--- src/rtl/cpu_ctrl.sv ---
`default_nettype none
// ============================================================================
// Module   : cpu_ctrl
// Purpose  : Multi-cycle fetch/decode/execute sequencer for the 16-bit CPU.
//            Owns the program counter, instruction register, register-file
//            and ALU strobes, and the data-memory request/ack handshake.
// Revision : 1.0 - initial release
// ============================================================================
module cpu_ctrl #(
  parameter logic [7:0] PC_RESET    = 8'h00,
  parameter logic [7:0] ACK_TIMEOUT = 8'd15
) (
  input  logic        clk,
  input  logic        rst,
  input  logic        run,
  input  logic [15:0] ins,
  input  logic        dm_ack,
  output logic [7:0]  pc,
  output logic [15:0] ir,
  output logic [2:0]  rf_raddr_a,
  output logic [2:0]  rf_raddr_b,
  output logic [2:0]  rf_waddr,
  output logic        rf_we,
  output logic        alu_src_imm,
  output logic        wb_sel,
  output logic        dm_req,
  output logic        dm_we,
  output logic [8:0]  dm_addr,
  output logic        halted,
  output logic [1:0]  err
);

  localparam logic [3:0] OP_ADD  = 4'h0;
  localparam logic [3:0] OP_IADD = 4'h1;
  localparam logic [3:0] OP_ST   = 4'h2;
  localparam logic [3:0] OP_LD   = 4'h3;
  localparam logic [3:0] OP_HALT = 4'hF;

  localparam logic [1:0] ERR_NONE    = 2'b00;
  localparam logic [1:0] ERR_ILLEGAL = 2'b01;
  localparam logic [1:0] ERR_TIMEOUT = 2'b10;

  typedef enum logic [2:0] {
    S_IDLE   = 3'd0,
    S_FETCH  = 3'd1,
    S_DECODE = 3'd2,
    S_EXEC   = 3'd3,
    S_MEM    = 3'd4,
    S_WB     = 3'd5,
    S_HALT   = 3'd6
  } state_t;

  state_t      state_q;
  logic [7:0]  pc_q;
  logic [15:0] ir_q;
  logic [1:0]  err_q;
  logic [7:0]  cnt_q;
  logic        rf_we_q;
  logic        alu_src_imm_q;
  logic        wb_sel_q;
  logic        dm_req_q;
  logic        dm_we_q;

  logic [3:0]  op;
  logic [7:0]  pc_inc_d;
  logic [8:0]  cnt_inc_d;
  logic        timeout_d;

  // Opcode of the latched instruction, next pc and the un-acked MEM cycle test.
  // The counter is widened by one bit so ACK_TIMEOUT=255 cannot wrap.
  assign op        = ir_q[15:12];
  assign pc_inc_d  = pc_q + 8'd1;
  assign cnt_inc_d = {1'b0, cnt_q} + 9'd1;
  assign timeout_d = (cnt_inc_d == {1'b0, ACK_TIMEOUT});

  // Sequencer: strobes are registered and raised on entry to the state that owns them.
  always_ff @(posedge clk or posedge rst) begin
    if (rst) begin
      state_q       <= S_IDLE;
      pc_q          <= PC_RESET;
      ir_q          <= 16'h0000;
      err_q         <= ERR_NONE;
      cnt_q         <= 8'd0;
      rf_we_q       <= 1'b0;
      alu_src_imm_q <= 1'b0;
      wb_sel_q      <= 1'b0;
      dm_req_q      <= 1'b0;
      dm_we_q       <= 1'b0;
    end else begin
      rf_we_q       <= 1'b0;
      alu_src_imm_q <= 1'b0;
      wb_sel_q      <= 1'b0;
      dm_req_q      <= 1'b0;
      dm_we_q       <= 1'b0;
      case (state_q)
        S_IDLE: begin
          if (run) state_q <= S_FETCH;
        end
        S_FETCH: begin
          ir_q    <= ins;
          state_q <= S_DECODE;
        end
        S_DECODE: begin
          case (op)
            OP_ADD, OP_IADD: begin
              state_q       <= S_EXEC;
              rf_we_q       <= 1'b1;
              alu_src_imm_q <= (op == OP_IADD);
            end
            OP_ST, OP_LD: begin
              state_q  <= S_MEM;
              cnt_q    <= 8'd0;
              dm_req_q <= 1'b1;
              dm_we_q  <= (op == OP_ST);
            end
            OP_HALT: begin
              state_q <= S_HALT;
              err_q   <= ERR_NONE;
            end
            default: begin
              state_q <= S_HALT;
              err_q   <= ERR_ILLEGAL;
            end
          endcase
        end
        S_EXEC: begin
          pc_q    <= pc_inc_d;
          state_q <= S_FETCH;
        end
        S_MEM: begin
          // An ack arriving on the final allowed cycle still completes the access.
          if (dm_ack) begin
            if (op == OP_ST) begin
              pc_q    <= pc_inc_d;
              state_q <= S_FETCH;
            end else begin
              state_q  <= S_WB;
              rf_we_q  <= 1'b1;
              wb_sel_q <= 1'b1;
            end
          end else if (timeout_d) begin
            state_q <= S_HALT;
            err_q   <= ERR_TIMEOUT;
          end else begin
            cnt_q    <= cnt_inc_d[7:0];
            dm_req_q <= 1'b1;
            dm_we_q  <= dm_we_q;
          end
        end
        S_WB: begin
          pc_q    <= pc_inc_d;
          state_q <= S_FETCH;
        end
        S_HALT: begin
          state_q <= S_HALT;
        end
        default: begin
          state_q <= S_IDLE;
        end
      endcase
    end
  end

  assign pc          = pc_q;
  assign ir          = ir_q;
  assign rf_raddr_a  = ir_q[11:9];
  assign rf_raddr_b  = ir_q[8:6];
  assign rf_waddr    = ir_q[11:9];
  assign dm_addr     = ir_q[8:0];
  assign rf_we       = rf_we_q;
  assign alu_src_imm = alu_src_imm_q;
  assign wb_sel      = wb_sel_q;
  assign dm_req      = dm_req_q;
  assign dm_we       = dm_we_q;
  assign halted      = (state_q == S_HALT);
  assign err         = err_q;

endmodule
`default_nettype wire

--- config.mk ---
export PLATFORM = sky130hd
export DESIGN_NAME = cpu_ctrl
export DESIGN_NICKNAME = d
export VERILOG_FILES = /design/src/rtl/cpu_ctrl.sv
export SDC_FILE = /design/constraint.sdc
export NUM_CORES = 1
export LEC_CHECK = 0
export ABC_AREA = 1
export BUFFER_PORTS_ARGS = -buffer_cell sky130_fd_sc_hd__buf_2
export CORE_MARGIN = 5
export CORE_UTILIZATION = 35
export CTS_CLUSTER_DIAMETER = 80
export DETAILED_ROUTE_END_ITERATION = 10
export HOLD_SLACK_MARGIN = 0.08
export RECOVER_POWER = 25
export SYNTH_ARGS = -nofsm -noshare
export SYNTH_HDL_FRONTEND = slang
export SYNTH_SLANG_ARGS = --single-unit
--- constraint.sdc ---
create_clock -name clk -period 1.8 [get_ports clk]
set_input_delay 0.36 -clock clk [delete_from_list [all_inputs] [get_ports clk]]
set_output_delay 0.36 -clock clk [all_outputs]
set_load 0.1 [all_outputs]
==> results_dict.tcl, run 1 <==
set metrics [dict create \
    hold_path_startpoint "ins[11]" \
    hp-class "input port to flop" \
    clock_path_buffers 2 \
    cts_hold_buf 0 \
    drc_errors 0 \
    fillers 612 \
    timing.hold.ws_ns 0.254 \
    grtUsageTotal_pct 12.6 \
    die_x_um 88.6 \
    netlist_top_cells_count "78 x nand2_1, 42 x dfrtp_1, 24 x inv_1, 24 x nor2_1, 18 x buf_4" \
    r2r_end "pc[6]$_DFFE_PP0P_" \
    slew_violations 0 \
    worst_r2r_startpoint "ir[15]$_DFFE_PP0P_" \
    path_class "flop to flop" \
    path_max_fanout 5 \
    io_pins 70 \
    cp-start-kind "flop" \
    hold_depth 3 \
    layout_setup_ws_ns 0.0998 \
    avgSynthCellArea_um2 8.29 \
    hold_end "ir[11]$_DFFE_PP0P_" \
    final_nets 351 \
    multi_input_area_um2 915 \
    cts_tree "done" \
    route.vias.total 1835 \
    rrSetupSlack_ns 0.1 \
    antenna_found_initial 0 \
    area_growth_pct 24.5 \
    seqCellArea_mm2 0.00106 \
    firstDrtPassIters 4 \
    maxCapViolCount 0 \
    synth_edf_count 0 \
    wl_per_cell_um 12.0 \
    path_clk_slew_ns 0.08 \
    synthesis.area_mm2 0.00216 \
    htreeDepth 2 \
    yosysSeqAreaShare_pct 48.6 \
    ys_ff_latch 42 \
    synth-main-ff-cell "dfrtp_1" \
    setup_viol 0 \
    cts_made_buffers 5 \
    synth_nets 284 \
    async_flop_share_pct 100 \
    grt_pass1_vias 1724 \
    core_area_mm2 0.00596 \
    synthCells 261 \
    post-route-period-util_pct 94.5 \
    fin_crit_ns 1.70 \
    gr-total-overflow 0 \
    status "finished, final reports clean" \
    fin_skew_ns 0.00814 \
    ys_top_cells_by_area "dfrtp_1 49%, nand2_1 14%, buf_4 6.2%, inv_1 4.2%, nor2_1 4.2%" \
    start_util_pct 36.3 \
    place_ws_ns -0.0505 \
    row_count 28 \
    tightest_slew_ns 1.04 \
    slew_headroom_pct 30.7 \
    synth_top_area_share_pct 48.6 \
    fmax_ghz 0.588 \
    place_congestion 0.778 \
    synth_most_common_cell "nand2_1" \
    rsz0062_at_grt "yes" \
    yosysWarnings 0 \
    rr_worst_depth 9 \
    die_h_um 88.6 \
    dp_hpwl_um 3570 \
    diodes 0 \
    drive_gt1_share_pct 37.7 \
    vias_per_cell 4.54 \
    grt_start_max_net_pins 43 \
    drt_iter0_drc 99 \
    yosys.area.top_type "dfrtp_1" \
    fin_util_pct 45.2 \
    dieArea_mm2 0.00786 \
    hold_viol_final 0 \
    antenna_left 0 \
    clock_latency_ns 0.30 \
    routed_wl_um 4830 \
    cts_sinks 42 \
    grt_pass1_wl_um 7780 \
    numPortBuffers 69 \
    required_ns 1.99 \
    cp.arrival_ns 1.89 \
    root_buffer "clkbuf_8" \
    critPathCaptureType "flop" \
    ys_types 25 \
]
## cell usage in the layout, fill, tap and decap left out
cell type	n
nand3_2	3
clkbuf_4	1
nor2_2	7
clkbuf_8	6
a21oi_1	4
mux2_2	1
buf_4	11
inv_1	23
inv_6	1
o21ai_2	7
buf_2	68
nand2_1	76
nor2_1	20
clkbuf_1	1
nor3_2	1
nand3_1	15
dfrtp_4	2
inv_2	1
a21oi_2	1
dfrtp_2	2
nand2_4	2
xor2_1	5
nor3_1	4
nand2_8	1
dfrtp_1	38
ha_2	1
clkbuf_2	1
a41oi_1	1
nand2_2	5
xnor2_1	2
clkinv_1	1
nand4_1	2
nor2_4	2
o21ai_0	11
ha_1	2
## flip-flops by register name (all words and copies together) (netlist names), 2 cells and up
signal / cells
err: 2
pc: 8
state_q: 3
ir: 16
cnt_q: 8
## final cells by class
type / count / area share [%]
well taps: 75 / 3.48
inverters: 25 / 3.48
multi-input cells: 173 / 34.0
flip-flops and latches: 42 / 39.4
clock buffers: 7 / 3.20
clock inverters: 1 / 0.325
repair buffers: 81 / 16.2
## timing repair
action                                  CTS  global route
resized for setup                         1            10
endpoints found under the setup margin    1            16
pin swaps                                 0             7
gates cloned                              0             1
buffers inserted                          0             1
## cell families after synthesis
kind of cell | count (synthesis) | share of synthesized area [%]
compound gates | 24 | 7.11
xor+xnor | 7 | 2.83
fa+ha+maj | 3 | 1.73
buf+inv | 47 | 11.6
flops | 42 | 48.6
mux | 1 | 0.520
simple gates | 137 | 27.6
## critical path, stage by stage, from the launching register on
cell and delay, ns:
dfrtp_4 0.49, inv_1 0.09, nand2_2 0.09, nor2_4 0.15, nand2_2 0.08, a21oi_2 0.20, nand2_2 0.14, nor2_2 0.15
nand2_1 0.08, xor2_1 0.14
## worst max-delay path by stage
stage / from / to / cells past startpoint
4_1_cts: ir[14]$_DFFE_PP0P_ / pc[6]$_DFFE_PP0P_ / 9
3_3_place_gp: ir[14]$_DFFE_PP0P_ / pc[6]$_DFFE_PP0P_ / 9
3_5_place_dp: ir[14]$_DFFE_PP0P_ / pc[6]$_DFFE_PP0P_ / 9
6_report: ir[15]$_DFFE_PP0P_ / pc[6]$_DFFE_PP0P_ / 9
2_1_floorplan: pc[1]$_DFFE_PP0P_ / pc[6]$_DFFE_PP0P_ / 5
5_1_grt: cnt_q[0]$_DFFE_PP0P_ / cnt_q[5]$_DFFE_PP0P_ / 10
## per-stage QoR
step	cells	setup TNS, ns	cell area (um^2)
finish	404	0	2690
global route	404	-0.240	2690
CTS	402	0	2640
detailed placement	394	-0.0505	2540
global placement	394	-0.0547	2540
floorplan	261	-0.0328	2180
## layer usage
layer / up-vias / wire length, um / global-route usage (%)
met4: 0 / 66 / 4.95
met2: 57 / 2330 / 20.8
met3: 6 / 353 / 3.54
met5: - / 0 / 0
li1: 933 / - / -
met1: 839 / 2080 / 15.7
Power of run 1 is left out: the tool's default activity adds up to more than one toggle a clock period on the data nets, which glitch-free logic cannot reach.
==> run 2, diff against run 1 <==
--- a/config.mk
+++ b/config.mk
@@ -9,6 +9,7 @@
 export BUFFER_PORTS_ARGS = -buffer_cell sky130_fd_sc_hd__buf_2
 export CORE_MARGIN = 5
 export CORE_UTILIZATION = 35
+export CTS_BUF_LIST = sky130_fd_sc_hd__clkbuf_8
 export CTS_CLUSTER_DIAMETER = 80
 export DETAILED_ROUTE_END_ITERATION = 10
 export HOLD_SLACK_MARGIN = 0.08
==> run 2 against run 1 <==
Against the previous run:
- highest routed layer unchanged
- critical path type unchanged
- register-to-register slack about the same
- via count increased by 0.11%
- critical endpoint unchanged
- fmax unchanged
==> results_dict.tcl, run 2 (synthesis results as in run 1) <==
set metrics [dict create \
    status "finished, final reports clean" \
    gr-total-overflow 0 \
    drt_iter0_drc 99 \
    antenna_found_initial 0 \
    grt_pass1_wl_um 7780 \
    final_common_cell "nand2_1" \
    timing.hold.ws_ns 0.254 \
    seqCellArea_mm2 0.00106 \
    route.vias.total 1837 \
    io_pins 70 \
    cts_tree "done" \
    critPathCaptureType "flop" \
    vias_per_cell 4.55 \
    drc_errors 0 \
    place_area_mm2 0.00254 \
    fin_crit_ns 1.70 \
    path_class "flop to flop" \
    die_h_um 88.6 \
    setup_viol 0 \
    start_util_pct 36.3 \
    path_max_fanout 5 \
    fin_util_pct 45.2 \
    cp-start-kind "flop" \
    numPortBuffers 69 \
    firstDrtPassIters 4 \
    htreeDepth 2 \
    place_congestion 0.778 \
    post-route-period-util_pct 94.5 \
    root_buffer "clkbuf_8" \
    tightest_slew_ns 1.04 \
    grt_pass1_vias 1724 \
    wl_per_cell_um 12.0 \
    fin_area_mm2 0.00269 \
    cts_made_buffers 5 \
    multi_input_area_um2 915 \
    cts_sinks 42 \
    clock_path_buffers 2 \
    rsz0062_at_grt "yes" \
    mostFrequentLayoutCells "76 x nand2_1, 68 x buf_2, 38 x dfrtp_1, 24 x inv_1, 20 x nor2_1" \
    grt_start_max_net_pins 43 \
    dieArea_mm2 0.00786 \
    area_growth_pct 24.5 \
    cp.arrival_ns 1.89 \
    path_clk_slew_ns 0.08 \
    fmax_ghz 0.588 \
    core_area_mm2 0.00596 \
    slew_headroom_pct 30.7 \
    slew_violations 0 \
    die_x_um 88.6 \
    diodes 0 \
    fillers 612 \
    routed_wl_um 4830 \
    row_count 28 \
    clock_latency_ns 0.30 \
    required_ns 1.99 \
    largest_reg_flops 16 \
    grtUsageTotal_pct 12.6 \
    dp_hpwl_um 3570 \
    fin_skew_ns 0.00814 \
    antenna_left 0 \
    final_nets 351 \
    hold_viol_final 0 \
    cts_hold_buf 0 \
    maxCapViolCount 0 \
    drive_gt1_share_pct 37.7 \
    hp-class "input port to flop" \
]
## run 2: what timing repair did
item                                   4_1_cts  5_1_grt
buffers inserted                             0        1
resized for setup                            1       10
setup endpoints to repair                    1       16
pin swaps                                    0        7
gates cloned                                 0        1
endpoints found under the hold margin        0        0
## run 2: cell type report
class,count,area share [%]
tap,75,3.48
clock inverter,2,0.464
clock buffer,6,3.07
inverter,25,3.48
sequential,42,39.4
timing repair buffer,81,16.2
multi-input combinational,173,34.0
## run 2: worst paths after layout
| kind | end | start | slack, ns | cells past startpoint |
|---|---|---|---|---|
| worst max-delay path | pc[6]$_DFFE_PP0P_ | ir[15]$_DFFE_PP0P_ | 0.1 | 9 |
| worst min-delay path | ir[11]$_DFFE_PP0P_ | ins[11] | 0.25 | 3 |
| worst max register to register | pc[6]$_DFFE_PP0P_ | ir[15]$_DFFE_PP0P_ | 0.1 | 9 |
| worst min register to register | err[0]$_DFFE_PP0P_ | err[0]$_DFFE_PP0P_ | 0.48 | 2 |
| max in group asynchronous | ir[14]$_DFFE_PP0P_ | rst | 0.67 | 3 |
| min in group asynchronous | cnt_q[2]$_DFFE_PP0P_ | rst | 0.36 | 3 |
## run 2: metal layers
metal | wire, um | track usage, % | vias up | share of wire [%]
met3 | 353 | 3.54 | 6 | 7.3
met1 | 2080 | 15.7 | 841 | 43
met2 | 2330 | 20.8 | 57 | 48
met4 | 66 | 4.95 | 0 | 1.4
li1 | - | - | 933 | -
met5 | 0 | 0 | - | 0
## run 2: worst max-delay path: stages (launching register included)
cell	delay, ns
dfrtp_4	0.49
inv_1	0.09
nand2_2	0.09
nor2_4	0.15
nand2_2	0.08
a21oi_2	0.20
nand2_2	0.14
nor2_2	0.15
nand2_1	0.08
xor2_1	0.14
## run 2: metrics by stage
| step | setup WS (ns) | TNS (ns) | cells |
|---|---|---|---|
| floorplan | -0.0328 | -0.0328 | 261 |
| global placement | -0.0547 | -0.0547 | 394 |
| detailed placement | -0.0505 | -0.0505 | 394 |
| CTS | 0.00520 | 0 | 402 |
| global route | -0.0530 | -0.239 | 404 |
| finish | 0.0998 | 0 | 404 |
Power of run 2 is left out for the same reason.
==> run 3, diff against run 2 <==
==> constraint.sdc (replaced) <==
create_clock -name clk -period 1.8 [get_ports clk]
set_input_delay 0.09 -clock clk [delete_from_list [all_inputs] [get_ports clk]]
set_output_delay 0.09 -clock clk [all_outputs]
set_load 0.1 [all_outputs]
==> run 3 against run 2 <==
Against the previous run:
- critical path depth is 2 higher
- via count is 2.6% higher
- die area stayed put
- clock-buffer cell count is 1 lower
- global-route usage is 0.84 points higher
- core utilization is 2.1 points higher
- sequential share of layout area is 1.9 points lower
==> results_dict.tcl, run 3 (synthesis results as in run 1) <==
set metrics [dict create \
    status "finished, final reports clean" \
    vias_per_cell 4.53 \
    cts_made_buffers 5 \
    place_congestion 0.808 \
    path_max_fanout 15 \
    fin_crit_ns 1.67 \
    rrSetupSlack_ns 0.13 \
    fin_skew_ns 0.00812 \
    clock_latency_ns 0.29 \
    place_ws_ns 0.0135 \
    setup_viol 0 \
    routed_wl_um 5240 \
    cts_sinks 42 \
    diodes 0 \
    final_nets 363 \
    slew_headroom_pct 49.1 \
    mostFrequentLayoutCells "77 x nand2_1, 69 x buf_2, 37 x dfrtp_1, 25 x inv_1, 19 x nor2_1" \
    critPathBufInv 1 \
    dp_hpwl_um 3910 \
    post-route-period-util_pct 93.0 \
    cp-start-kind "flop" \
    cp_top_family "simple AND/OR/NAND/NOR gates" \
    dp_cells 391 \
    area_growth_pct 30.2 \
    grt_start_max_net_pins 22 \
    numPortBuffers 69 \
    cp.arrival_ns 1.85 \
    antenna_found_initial 0 \
    drc_errors 0 \
    maxCapViolCount 0 \
    setup_tns_ns 0 \
    fin_area_mm2 0.00282 \
    antenna_left 0 \
    required_ns 1.98 \
    grt_pass1_wl_um 8270 \
    grtUsageTotal_pct 13.5 \
    path_clk_slew_ns 0.08 \
    path_class "flop to flop" \
    slew_violations 0 \
    grt_pass1_vias 1818 \
    firstDrtPassIters 4 \
    drt_iter0_drc 108 \
    row_count 28 \
    clock_path_buffers 2 \
    route.vias.total 1885 \
    rsz0062_at_grt "no" \
    gr-total-overflow 0 \
    hp-class "input port to flop" \
    cpMaxStageDelayCell "dfrtp_1" \
    wl_per_cell_um 12.6 \
    largest_reg_flops 16 \
    root_buffer "clkbuf_8" \
    fin_cells 416 \
    place_area_mm2 0.00251 \
    io_pins 70 \
    core_area_mm2 0.00596 \
    die_x_um 88.6 \
    layout_setup_ws_ns 0.125 \
    start_util_pct 36.3 \
    cp_cell_sequence "ha_2 -> nand2_1 -> inv_1 -> nor2_2 -> nand3_1 -> nor2_2 -> nand3_2 -> nand2_4 -> nand2_8 -> nand2_1 -> o21ai_2" \
    die_h_um 88.6 \
    cpPeakStageDelay_ns 0.41 \
    tightest_slew_ns 0.759 \
    final_common_cell "nand2_1" \
    dieArea_mm2 0.00786 \
    htreeDepth 2 \
    fillers 613 \
    fmax_ghz 0.597 \
    drive_gt1_share_pct 34.3 \
    critPathCaptureType "flop" \
    cts_tree "done" \
    hold_viol_final 0 \
]
run 3: cell count changes in the layout (fill, tap and decap cells not counted), moves of 2 or more:
| cell | before | now |
|---|---|---|
| dfrtp_4 | 2 | 0 |
| dfrtp_2 | 2 | 5 |
| buf_4 | 11 | 6 |
| dlygate4sd3_1 | 0 | 17 |
| clkbuf_1 | 0 | 2 |
| nor2_2 | 7 | 9 |
run 3: what timing repair did:
action,4_1_cts,5_1_grt
hold buffers,17,0
resized for setup,1,9
pin swaps,0,1
endpoints found under the hold margin,35,0
buffers inserted,0,0
endpoints found under the setup margin,1,12
run 3: path summary, 6_finish.rpt:
kind,from,endpoint,cells after the start
setup / recovery,cnt_q[0]$_DFFE_PP0P_,cnt_q[0]$_DFFE_PP0P_,11
hold / removal,dm_ack,wb_sel$_DFF_PP0_,3
setup reg to reg,cnt_q[0]$_DFFE_PP0P_,cnt_q[0]$_DFFE_PP0P_,11
hold reg to reg,pc[7]$_DFFE_PP0P_,pc[7]$_DFFE_PP0P_,1
max in group asynchronous,rst,ir[5]$_DFFE_PP0P_,4
min in group asynchronous,rst,wb_sel$_DFF_PP0_,3
run 3: layout make-up:
class	instances	area [um^2]	area share (%)
Timing Repair Buffer	94	568	20.2
Inverter	25	93.8	3.33
Clock inverter	3	37.5	1.33
Clock buffer	5	68.8	2.44
Tap cell	75	93.8	3.33
Multi-Input combinational cell	172	898	31.9
Sequential cell	42	1060	37.5
run 3: through the flow:
stage	util (%)	hold WS [ns]
after floorplan	-	0.200
after global placement	42.2	0.159
after detailed placement	42.2	0.163
after CTS	46.9	0.125
after global routing	47.3	0.163
final	47.3	0.139
run 3: worst min-delay path, cell delays in order:
cell and delay (ns):
buf_2 0.12, nand2_1 0.13, nor2_1 0.06
run 3: per-layer routing:
layer  global-route usage, %  vias up  part of all wire (%)
li1                        -      953                     -
met1                    18.7      878                    45
met2                    20.4       47                    47
met3                    3.07        7                   6.3
met4                    5.36        0                   1.6
met5                       0        -                     0
Power of run 3 is left out for the same reason.
